File: src/rtl/exec_pkg.sv
// Shared encodings for the RV32I execute stage: ALU ops, forward selects, branch conditions.
package exec_pkg;

    typedef logic [3:0] alu_op_t;

    localparam alu_op_t ALU_ADD   = 4'b0000;
    localparam alu_op_t ALU_SUB   = 4'b0001;
    localparam alu_op_t ALU_AND   = 4'b0010;
    localparam alu_op_t ALU_OR    = 4'b0011;
    localparam alu_op_t ALU_XOR   = 4'b0100;
    localparam alu_op_t ALU_SLL   = 4'b0101;
    localparam alu_op_t ALU_SRL   = 4'b0110;
    localparam alu_op_t ALU_SRA   = 4'b0111;
    localparam alu_op_t ALU_SLT   = 4'b1000;
    localparam alu_op_t ALU_SLTU  = 4'b1001;
    localparam alu_op_t ALU_PASSB = 4'b1010;

    localparam logic [1:0] FWD_RD = 2'b00;
    localparam logic [1:0] FWD_W  = 2'b01;
    localparam logic [1:0] FWD_M  = 2'b10;

    localparam logic [2:0] BR_EQ  = 3'b000;
    localparam logic [2:0] BR_NE  = 3'b001;
    localparam logic [2:0] BR_LT  = 3'b100;
    localparam logic [2:0] BR_GE  = 3'b101;
    localparam logic [2:0] BR_LTU = 3'b110;
    localparam logic [2:0] BR_GEU = 3'b111;

endpackage

File: src/rtl/exec_alu.sv
// Combinational RV32I ALU with equality and signed/unsigned less-than flags on a vs b.
module exec_alu
    import exec_pkg::*;
#(
    parameter int XLEN = 32
) (
    input  logic [XLEN-1:0] a,
    input  logic [XLEN-1:0] b,
    input  alu_op_t         op,
    output logic [XLEN-1:0] y,
    output logic            zero,
    output logic            lt,
    output logic            ltu
);

    logic [4:0] w_shamt;

    assign w_shamt = b[4:0];
    assign zero    = (a == b);
    assign lt      = ($signed(a) < $signed(b));
    assign ltu     = (a < b);

    always_comb begin
        y = '0;
        case (op)
            ALU_ADD:   y = a + b;
            ALU_SUB:   y = a - b;
            ALU_AND:   y = a & b;
            ALU_OR:    y = a | b;
            ALU_XOR:   y = a ^ b;
            ALU_SLL:   y = a << w_shamt;
            ALU_SRL:   y = a >> w_shamt;
            ALU_SRA:   y = $signed(a) >>> w_shamt;
            ALU_SLT:   y = {{(XLEN-1){1'b0}}, lt};
            ALU_SLTU:  y = {{(XLEN-1){1'b0}}, ltu};
            ALU_PASSB: y = b;
            default:   y = '0;
        endcase
    end

endmodule

File: src/rtl/execute_cycle.sv
// EX stage: forwarding muxes, ALU, branch/jump resolution and the EX/MEM register.
// Define EXEC_PERF_CNT_EN to add the BranchCnt/TakenCnt performance counters.
module execute_cycle
    import exec_pkg::*;
#(
    parameter int              XLEN       = 32,
    parameter logic [XLEN-1:0] RESET_PC_M = '0
) (
    input  logic            clk,
    input  logic            rst,
    input  logic            RegWriteE,
    input  logic            ALUSrcE,
    input  logic            MemWriteE,
    input  logic            MemReadE,
    input  logic            ResultSrcE,
    input  logic            BranchE,
    input  logic            JumpE,
    input  logic            JalrE,
    input  logic [3:0]      ALUControlE,
    input  logic [2:0]      funct3_E,
    input  logic [XLEN-1:0] RD1_E,
    input  logic [XLEN-1:0] RD2_E,
    input  logic [XLEN-1:0] Imm_Ext_E,
    input  logic [XLEN-1:0] PCE,
    input  logic [XLEN-1:0] PCPlus4E,
    input  logic [4:0]      RD_E,
    input  logic [1:0]      ForwardAE,
    input  logic [1:0]      ForwardBE,
    input  logic [XLEN-1:0] ResultW,
    input  logic            StallM,
    input  logic            FlushM,
    output logic            PCSrcE,
    output logic [XLEN-1:0] PCTargetE,
    output logic            RegWriteM,
    output logic            MemWriteM,
    output logic            MemReadM,
    output logic            ResultSrcM,
    output logic [XLEN-1:0] ALUResultM,
    output logic [XLEN-1:0] WriteDataM,
    output logic [XLEN-1:0] PCPlus4M,
    output logic [4:0]      RD_M,
    output logic [2:0]      funct3_M
`ifdef EXEC_PERF_CNT_EN
    ,
    output logic [31:0]     BranchCnt,
    output logic [31:0]     TakenCnt
`endif
);

    logic [XLEN-1:0] w_src_a, w_write_data, w_src_b, w_alu_y, w_cmp_y, w_jalr_sum;
    logic            w_alu_zero, w_alu_lt, w_alu_ltu;
    logic            w_eq, w_lt, w_ltu, w_taken;
    logic            w_unused;

    logic            r_regwrite_m, r_memwrite_m, r_memread_m, r_resultsrc_m;
    logic [XLEN-1:0] r_aluresult_m, r_writedata_m, r_pcplus4_m;
    logic [4:0]      r_rd_m;
    logic [2:0]      r_funct3_m;

    always_comb begin
        case (ForwardAE)
            FWD_W:   w_src_a = ResultW;
            FWD_M:   w_src_a = r_aluresult_m;
            default: w_src_a = RD1_E;
        endcase
        case (ForwardBE)
            FWD_W:   w_write_data = ResultW;
            FWD_M:   w_write_data = r_aluresult_m;
            default: w_write_data = RD2_E;
        endcase
    end

    assign w_src_b = ALUSrcE ? Imm_Ext_E : w_write_data;

    exec_alu #(.XLEN(XLEN)) u_alu (
        .a    (w_src_a),
        .b    (w_src_b),
        .op   (ALUControlE),
        .y    (w_alu_y),
        .zero (w_alu_zero),
        .lt   (w_alu_lt),
        .ltu  (w_alu_ltu)
    );

    // Branches compare against the register operand, not the immediate-muxed SrcB,
    // so a second instance supplies the flags for that pair.
    exec_alu #(.XLEN(XLEN)) u_cmp (
        .a    (w_src_a),
        .b    (w_write_data),
        .op   (ALU_SUB),
        .y    (w_cmp_y),
        .zero (w_eq),
        .lt   (w_lt),
        .ltu  (w_ltu)
    );

    assign w_unused = &{1'b0, w_cmp_y, w_alu_zero, w_alu_lt, w_alu_ltu};

    always_comb begin
        w_taken = 1'b0;
        case (funct3_E)
            BR_EQ:   w_taken = w_eq;
            BR_NE:   w_taken = ~w_eq;
            BR_LT:   w_taken = w_lt;
            BR_GE:   w_taken = ~w_lt;
            BR_LTU:  w_taken = w_ltu;
            BR_GEU:  w_taken = ~w_ltu;
            default: w_taken = 1'b0;
        endcase
    end

    assign w_jalr_sum = w_src_a + Imm_Ext_E;
    assign PCSrcE     = JumpE | (BranchE & w_taken);
    assign PCTargetE  = JalrE ? {w_jalr_sum[XLEN-1:1], 1'b0} : (PCE + Imm_Ext_E);

    always_ff @(posedge clk or negedge rst) begin
        if (!rst) begin
            r_regwrite_m  <= 1'b0;
            r_memwrite_m  <= 1'b0;
            r_memread_m   <= 1'b0;
            r_resultsrc_m <= 1'b0;
            r_aluresult_m <= '0;
            r_writedata_m <= '0;
            r_pcplus4_m   <= RESET_PC_M;
            r_rd_m        <= '0;
            r_funct3_m    <= '0;
        end else if (FlushM) begin
            r_regwrite_m  <= 1'b0;
            r_memwrite_m  <= 1'b0;
            r_memread_m   <= 1'b0;
            r_resultsrc_m <= 1'b0;
            r_aluresult_m <= '0;
            r_writedata_m <= '0;
            r_pcplus4_m   <= '0;
            r_rd_m        <= '0;
            r_funct3_m    <= '0;
        end else if (!StallM) begin
            r_regwrite_m  <= RegWriteE;
            r_memwrite_m  <= MemWriteE;
            r_memread_m   <= MemReadE;
            r_resultsrc_m <= ResultSrcE;
            r_aluresult_m <= JumpE ? PCPlus4E : w_alu_y;
            r_writedata_m <= w_write_data;
            r_pcplus4_m   <= PCPlus4E;
            r_rd_m        <= RD_E;
            r_funct3_m    <= funct3_E;
        end
    end

`ifdef EXEC_PERF_CNT_EN
    logic [31:0] r_branch_cnt, r_taken_cnt;

    always_ff @(posedge clk or negedge rst) begin
        if (!rst) begin
            r_branch_cnt <= '0;
            r_taken_cnt  <= '0;
        end else if (BranchE && !StallM) begin
            r_branch_cnt <= r_branch_cnt + 32'd1;
            if (w_taken) r_taken_cnt <= r_taken_cnt + 32'd1;
        end
    end

    assign BranchCnt = r_branch_cnt;
    assign TakenCnt  = r_taken_cnt;
`endif

    assign RegWriteM  = r_regwrite_m;
    assign MemWriteM  = r_memwrite_m;
    assign MemReadM   = r_memread_m;
    assign ResultSrcM = r_resultsrc_m;
    assign ALUResultM = r_aluresult_m;
    assign WriteDataM = r_writedata_m;
    assign PCPlus4M   = r_pcplus4_m;
    assign RD_M       = r_rd_m;
    assign funct3_M   = r_funct3_m;

endmodule

File: config.mk
export PLATFORM = sky130hd
export DESIGN_NAME = execute_cycle
export DESIGN_NICKNAME = d
export VERILOG_FILES = /design/src/rtl/exec_pkg.sv /design/src/rtl/exec_alu.sv /design/src/rtl/execute_cycle.sv
export SDC_FILE = /design/constraint.sdc
export NUM_CORES = 1
export LEC_CHECK = 0
export BUFFER_PORTS_ARGS = -buffer_cell sky130_fd_sc_hd__buf_2
export CAP_MARGIN = 15
export CORE_MARGIN = 10
export CORE_UTILIZATION = 35
export CTS_CLUSTER_SIZE = 24
export DETAILED_ROUTE_END_ITERATION = 6
export GPL_TIMING_DRIVEN = 0
export MAX_ROUTING_LAYER = met4
export PLACE_DENSITY = 0.62
export SLEW_MARGIN = 40
export SYNTH_ARGS = -nofsm -noshare
export SYNTH_HDL_FRONTEND = slang
export SYNTH_SLANG_ARGS = --single-unit
export TNS_END_PERCENT = 5
File: constraint.sdc
create_clock -name clk -period 13.5 [get_ports clk]
set_input_delay 1.35 -clock clk [delete_from_list [all_inputs] [get_ports clk]]
set_output_delay 1.35 -clock clk [all_outputs]
set_load 0.02 [all_outputs]
# After elaboration in Yosys (flattened, before gate mapping)
# Index checks and enable logic that the tools add are counted.
dict set report word_totals {
  regBits 108
  out_inout_bits 141
  wordCells 76
}
dict set report classes {
  add_sub_neg 4
  order_cmp 4
  n_eq_ne 21
  shift 3
  mux 25
  bitwise 8
  n_reduce_logical 2
}
# cell count
set ops {}
lappend ops {{32-bit case mux with 11 select lines} 1}
lappend ops {{32-bit two-way mux} 9}
lappend ops {{32-bit less-than comparator} 4}
lappend ops {{32-bit case mux with 2 select lines} 2}
lappend ops {{32-bit adder} 3}
lappend ops {{32-bit bitwise AND} 1}
lappend ops {{32-bit equality test} 1}
lappend ops {{32-bit bitwise OR} 1}
lappend ops {{32-bit by 5-bit left shift with 32-bit output} 1}
lappend ops {{32-bit by 5-bit right shift with 32-bit output} 1}
lappend ops {{32-bit by 5-bit >>> shifter with 32-bit output} 1}
lappend ops {{32-bit subtractor} 1}
lappend ops {{32-bit XOR} 1}
lappend ops {{4-bit by 3-bit equality test with 1-bit output (second input constant)} 4}
lappend ops {{3-bit equality test (second input constant)} 4}
lappend ops {{4-bit equality test (second input constant)} 3}
lappend ops {{5-bit two-way mux} 2}
lappend ops {{4-bit by 2-bit equality test with 1-bit output (second input constant)} 2}
lappend ops {{1-bit two-way mux} 8}
lappend ops {{3-bit two-way mux} 2}
lappend ops {{1-bit case mux with 6 select lines} 1}
lappend ops {{2-bit by 1-bit equality test with 1-bit output (second input constant)} 2}
lappend ops {{2-bit equality test (second input constant)} 2}
lappend ops {{4-bit by 1-bit equality test with 1-bit output (second input constant)} 1}
lappend ops {{7 further kinds} 9}

# Depth between registers and ports, before layout
dict set report depth {
  word_depth 8
  ltp_mapped 22
}

# By module
# From an unflattened synthesis, not the netlist that was laid out.
dict set report unflattened {
  hier_cells 4037
  hier_area_um2 27432.6
}
# mod instances cells_per_inst area_each_um2 seq_area_each_um2
set modules_own_cells {}
lappend modules_own_cells {execute_cycle 1 1291 9708.1 2702.6}
lappend modules_own_cells {{exec_alu at u_cmp} 1 1389 8951.1 0.0}
lappend modules_own_cells {{exec_alu at u_alu} 1 1357 8773.4 0.0}

# Worst setup path before layout
# Ideal clock, no wire load.
dict set report synth_timing {
  kind {input port to output port}
  from {input port ForwardAE[0]}
  to {output port PCTargetE[30]}
  t_arrival_ns 5.466
  required_ns 12.150
  path_slack_ns 6.684
  path_stages 18
  path_cell_list {inv_1 -> ha_1 -> buf_6 -> clkbuf_1 -> inv_1 -> o21ai_1 -> inv_1 -> fa_1 -> a21o_1 -> a21oi_1 -> o21ai_0 -> nand2_1 -> o21ai_0 -> a211oi_1 -> o31ai_1 -> a2111oi_0 -> nor3_1 -> o32ai_1}
}
dict set report synth_between {
  elab_chain_cells 4
  word_cells_on_any_way 5
  classes_between {add/sub (1); eq/ne (2); mux (2)}
}
# item line
set synth_rtl {}
lappend synth_rtl {{start: declaration} execute_cycle.sv:27} ;# input logic [1:0] ForwardAE,
lappend synth_rtl {{2-bit equality test / 2-bit by 1-bit equality test with 1-bit output (equally long branches)} execute_cycle.sv:61} ;# case (ForwardAE)
lappend synth_rtl {{32-bit case mux with 2 select lines (*)} execute_cycle.sv:61}
lappend synth_rtl {{32-bit adder (*)} execute_cycle.sv:112} ;# assign w_jalr_sum = w_src_a + Imm_Ext_E;
lappend synth_rtl {{32-bit two-way mux (*)} execute_cycle.sv:114} ;# assign PCTargetE = JalrE ? {w_jalr_sum[XLEN-1:1], 1'b0} : (PCE + Imm_Ext_E);
lappend synth_rtl {{end: declaration} execute_cycle.sv:33} ;# output logic [XLEN-1:0] PCTargetE,
# Mark *: on every way between the ends. The rest lies on a longest branch, timed or not.

# Final worst setup path
# Same ends and word-level chain as after synthesis.

==> summary.md <==
| Metric | Value |
|---|---|
| Reg-to-reg startpoint | ALUResultM[3] |
| Routing usage on met2 | 58.7% |
| Maxcap violations | 0 |
| Pwr dens | 95.6 nW/um^2 |
| Drt first-iter violations | 3728 |
| Clock Sinks | 108 |
| Reg-to-reg critical path endpoint | ALUResultM[26] |
| GR Layer Usage met3 | 9.27% |
| Worst-path cell chain | buf_2, inv_1, ha_1, buf_6, clkbuf_2, inv_1, o21ai_2, inv_1, fa_1, a21o_1, a21oi_1, o21ai_0, nand2_1, o21ai_0, a211oi_1, o31ai_1, a2111oi_0, nor3_1, o32ai_1, buf_2 |
| Peak supply drop | 0.0000750 V |
| Final hold slack | 0.520 ns |
| Syn_area_per_cell | 6.91 um^2 |
| Clock Power Share | 13.1% |
| Ys flop type | dfrtp_1 |
| Longest Clk Path Bufs | 2 |
| Final ANT Viol Nets | 0 |
| Crit end category | output port |
| DR pass1 iterations | 6 |
| Placed Area | 21900 um^2 |
| # nets final | 3536 |
| Vias per inst | 6.56 |
| Slew Viols, Final | 0 |
| Post_cts resized | 0 |
| Design Power | 2.13 mW |
| Slowest Stage Delay on Critical Path | 0.77 ns |
| Post-route cell area | 22300 um^2 |
| Total number of vias | 25000 |
| Root Driver | clkbuf_16 |
| Syn_nets | 3150 |
| Initial antenna violation count | 9 |
| Synthesis-stage register bit count | 108 |
| CORE AREA | 52900 um^2 |
| Register area share after synthesis | 14.4% |
| Cts hold-fix bufs | 0 |
| Worst path buffer plus inverter count | 7 |
| Clk pin slew, worst setup/hold paths | 0.08 ns |
| Worst Hold Class | register to register |
| Overflow after GRT | 0 |
| RSZ-0062 raised after global routing | false |
| Port Buf Inserts | 355 |
| Post-CTS Setup Inserts | 0 |
| Slew margin rel. | 32.1% |
| Crit Path Max Fanout | 10 |
| Routing usage on met1 | 43.3% |
| HPWL Detailed | 102000 um |
| Crit-path leading delay family | compound AO/OA/AOI/OAI gates |
| Vias in the first global route | 23800 |
| Die Ht | 252 um |
| I/O pins | 361 |
| Setup TNS | 0 ns |
| WP data required | 12.15 ns |
| Final Hold Violating Endpoints | 0 |
| Worst hold stages | 2 |
| Setup CP Type | input pin to output port |
| GP Congestion | 1.15 |
| Flop2flop setup slack | 6.29 ns |
| CTS tree | yes |
| # DRC | 0 |
| Switching Share | 56.4% |
| Filler cells | 5745 |
| Number of synthesized flops with an enable pin | 0 |
| Largest net degree at the start of global routing | 64 |
| Async S/R FF share, synth | 100% |
| Hold path endpoint | WriteDataM[1] |
| H-tree depth | 3 |
| FMAX | 113 MHz |
| Clock skew | 0.0179 ns |
| Internal Pwr Total | 0.928 mW |
| Tcrit/Tclk final | 65.7% |
| Num rows | 84 |
| Clock latency on the worst-skew pair | 0.37 ns |
| Area of the mapped netlist | 18800 um^2 |
| Total GRT Usage | 38.2% |
| Die X-Extent | 252 um |
| Gr busiest metal | met2 |
| Share of cells above drive strength 1 | 15.7% |
| First-pass GRT wire length | 173000 um |
| Hold_sp | WriteDataM[1] |
| Comb power frac | 69.3% |
| Worst Tran Pin Value | 1.02 ns |
| Synth-to-Final Area Change | 18.3% |
| Slowest CP cell | o21ai_2 |
| Part of the power in registers | 17.6% |
| Initial Utilization | 35.6% |
| Routed wire per std cell | 32.5 um |
| Leak | 10.1 nW |
| WL final | 124000 um |
| Cts bufs inserted | 9 |
| Sw Pwr | 1.20 mW |
| Synthesis warning total | 0 |
| Status | complete, no violations |
| Crit-path most repeated cell | inv_1 |
| Startpoint Class | input pin |
| Setup Viol. Count Final | 0 |
| Cell variety after synth | 71 |
| Post-Synthesis Cells | 2725 |
| Worst EP arrival | 7.52 ns |
| Cell depth of the worst flop-to-flop path | 19 |
| Min cycle time layout | 8.87 ns |
| Die Area | 63400 um^2 |
-- registers in the layout (all words and copies together) (netlist names) --
| name | flops |
|---|---|
| MemWriteM | 1 |
| MemReadM | 1 |
| PCPlus4M | 32 |
| funct3_M | 3 |
| RegWriteM | 1 |
| RD_M | 5 |
| WriteDataM | 32 |
| ALUResultM | 32 |
| ResultSrcM | 1 |
-- cell type report --
cell class | count | area [um^2] | area share [%]
Multi-Input combinational cell | 2309 | 15200 | 68.2
Sequential cell | 108 | 2700 | 12.1
Timing Repair Buffer | 375 | 2000 | 8.98
Tap cell | 688 | 861 | 3.87
Buffer | 194 | 772 | 3.47
Inverter | 114 | 428 | 1.92
Clock buffer | 10 | 229 | 1.03
Clock inverter | 6 | 56.3 | 0.253
Antenna cell | 9 | 22.5 | 0.101
-- kinds of logic (layout without fill, tap and decap cells) --
logic type                 count (synthesis)  count (layout)  share of synthesized area [%]
xor gates and xnor gates                  67              67                           3.12
muxes                                    138             138                           7.50
AOI/OAI and AO/OA                       1004            1004                           34.4
adders and majority gates                205             205                           13.8
DFF                                      108             108                           14.4
buffers and inverters                    308             699                           6.34
and+or+nand+nor                          895             895                           20.5
other                                      0               9                              0
-- cells in the mapped netlist, drive strengths merged, types with 15 or more instances --
| master | n | share of area [%] |
|---|---|---|
| inv | 110 | 2.2 |
| a21o | 38 | 1.5 |
| o221ai | 15 | 0.73 |
| nor2b | 21 | 0.70 |
| o31ai | 18 | 0.72 |
| dfrtp | 108 | 14 |
| nor2 | 371 | 7.4 |
| o21ai | 260 | 6.9 |
| buf | 54 | 1.3 |
| nor3 | 53 | 1.4 |
| o21bai | 20 | 0.80 |
| o22ai | 27 | 0.90 |
| a221o | 39 | 2.1 |
| o21a | 21 | 0.84 |
| nand2b | 30 | 1.0 |
| or3 | 16 | 0.53 |
| nand4 | 16 | 0.53 |
| nand3 | 38 | 1.0 |
| o211ai | 33 | 1.3 |
| a221oi | 29 | 1.3 |
| mux2i | 114 | 6.1 |
| mux2 | 24 | 1.4 |
| nand2 | 294 | 5.9 |
| xnor2 | 54 | 2.5 |
| a22oi | 61 | 2.4 |
| ha | 201 | 13 |
| a31oi | 33 | 1.1 |
| a21oi | 264 | 7.0 |
| a211oi | 50 | 2.0 |
| clkbuf | 140 | 2.8 |
-- metal layers --
layer	part of all wire (%)	wire (um)
met3	11	14100
met4	8.5	10500
met1	37	45300
met2	44	54000
met5	0	0
-- per-stage QoR --
stage                     setup WS, ns  util, %  std cells
final                             4.63     42.1       3813
after global routing              4.48     42.1       3813
after CTS                         4.47     41.9       3802
after detailed placement          4.50     41.4       3786
after global placement            4.07     40.6       3768
after floorplan                   6.68        -       2725
-- worst max-delay path by stage --
| stage | start | endpoint | slack [ns] | cells past startpoint |
|---|---|---|---|---|
| finish | ForwardAE[0] | PCTargetE[30] | 4.63 | 20 |
| floorplan | ForwardAE[0] | PCTargetE[30] | 6.68 | 18 |
| CTS | ForwardAE[0] | PCTargetE[30] | 4.47 | 20 |
| detailed placement | ForwardAE[0] | PCTargetE[30] | 4.50 | 20 |
| global route | ForwardAE[0] | PCTargetE[30] | 4.48 | 20 |
| global placement | ForwardAE[0] | PCTargetE[30] | 4.07 | 17 |
-- layout by cell type, fill, tap and decap left out, types with 21 or more instances in the layout --
cell and instances:
a211oi_1 49, nor2b_1 21, ha_1 201, nand3_1 38
nor3_1 52, inv_1 110, dfrtp_1 108, a221oi_1 29
o211ai_1 33, mux2_2 24, a22oi_1 61, a221o_1 39
a21o_1 38, buf_2 371, o22ai_1 27, o21a_1 21
nand2_1 294, buf_1 36, a21oi_1 264, o21ai_0 209
a31oi_1 33, nor2_1 370, xnor2_1 54, nand2b_1 30
clkbuf_1 137, mux2i_1 113
-- worst min-delay path: cells and delay by family, from the launching register on --
kind             cells  cell delay [ns]
AND/OR/NAND/NOR      1             0.08
AO/OA/AOI/OAI        1             0.06
flip-flops           1             0.35
-- power by group through the flow --
stage	Clock [mW]	Combinational [mW]	Sequential, mW
6_report	0.279	1.47	0.374
3_3_place_gp	0	1.39	0.378
4_1_cts	0.274	1.40	0.371
5_1_grt	0.289	1.54	0.374
2_1_floorplan	0	0.817	0.392
3_5_place_dp	0	1.40	0.378
(Power assumes the default switching activity.)
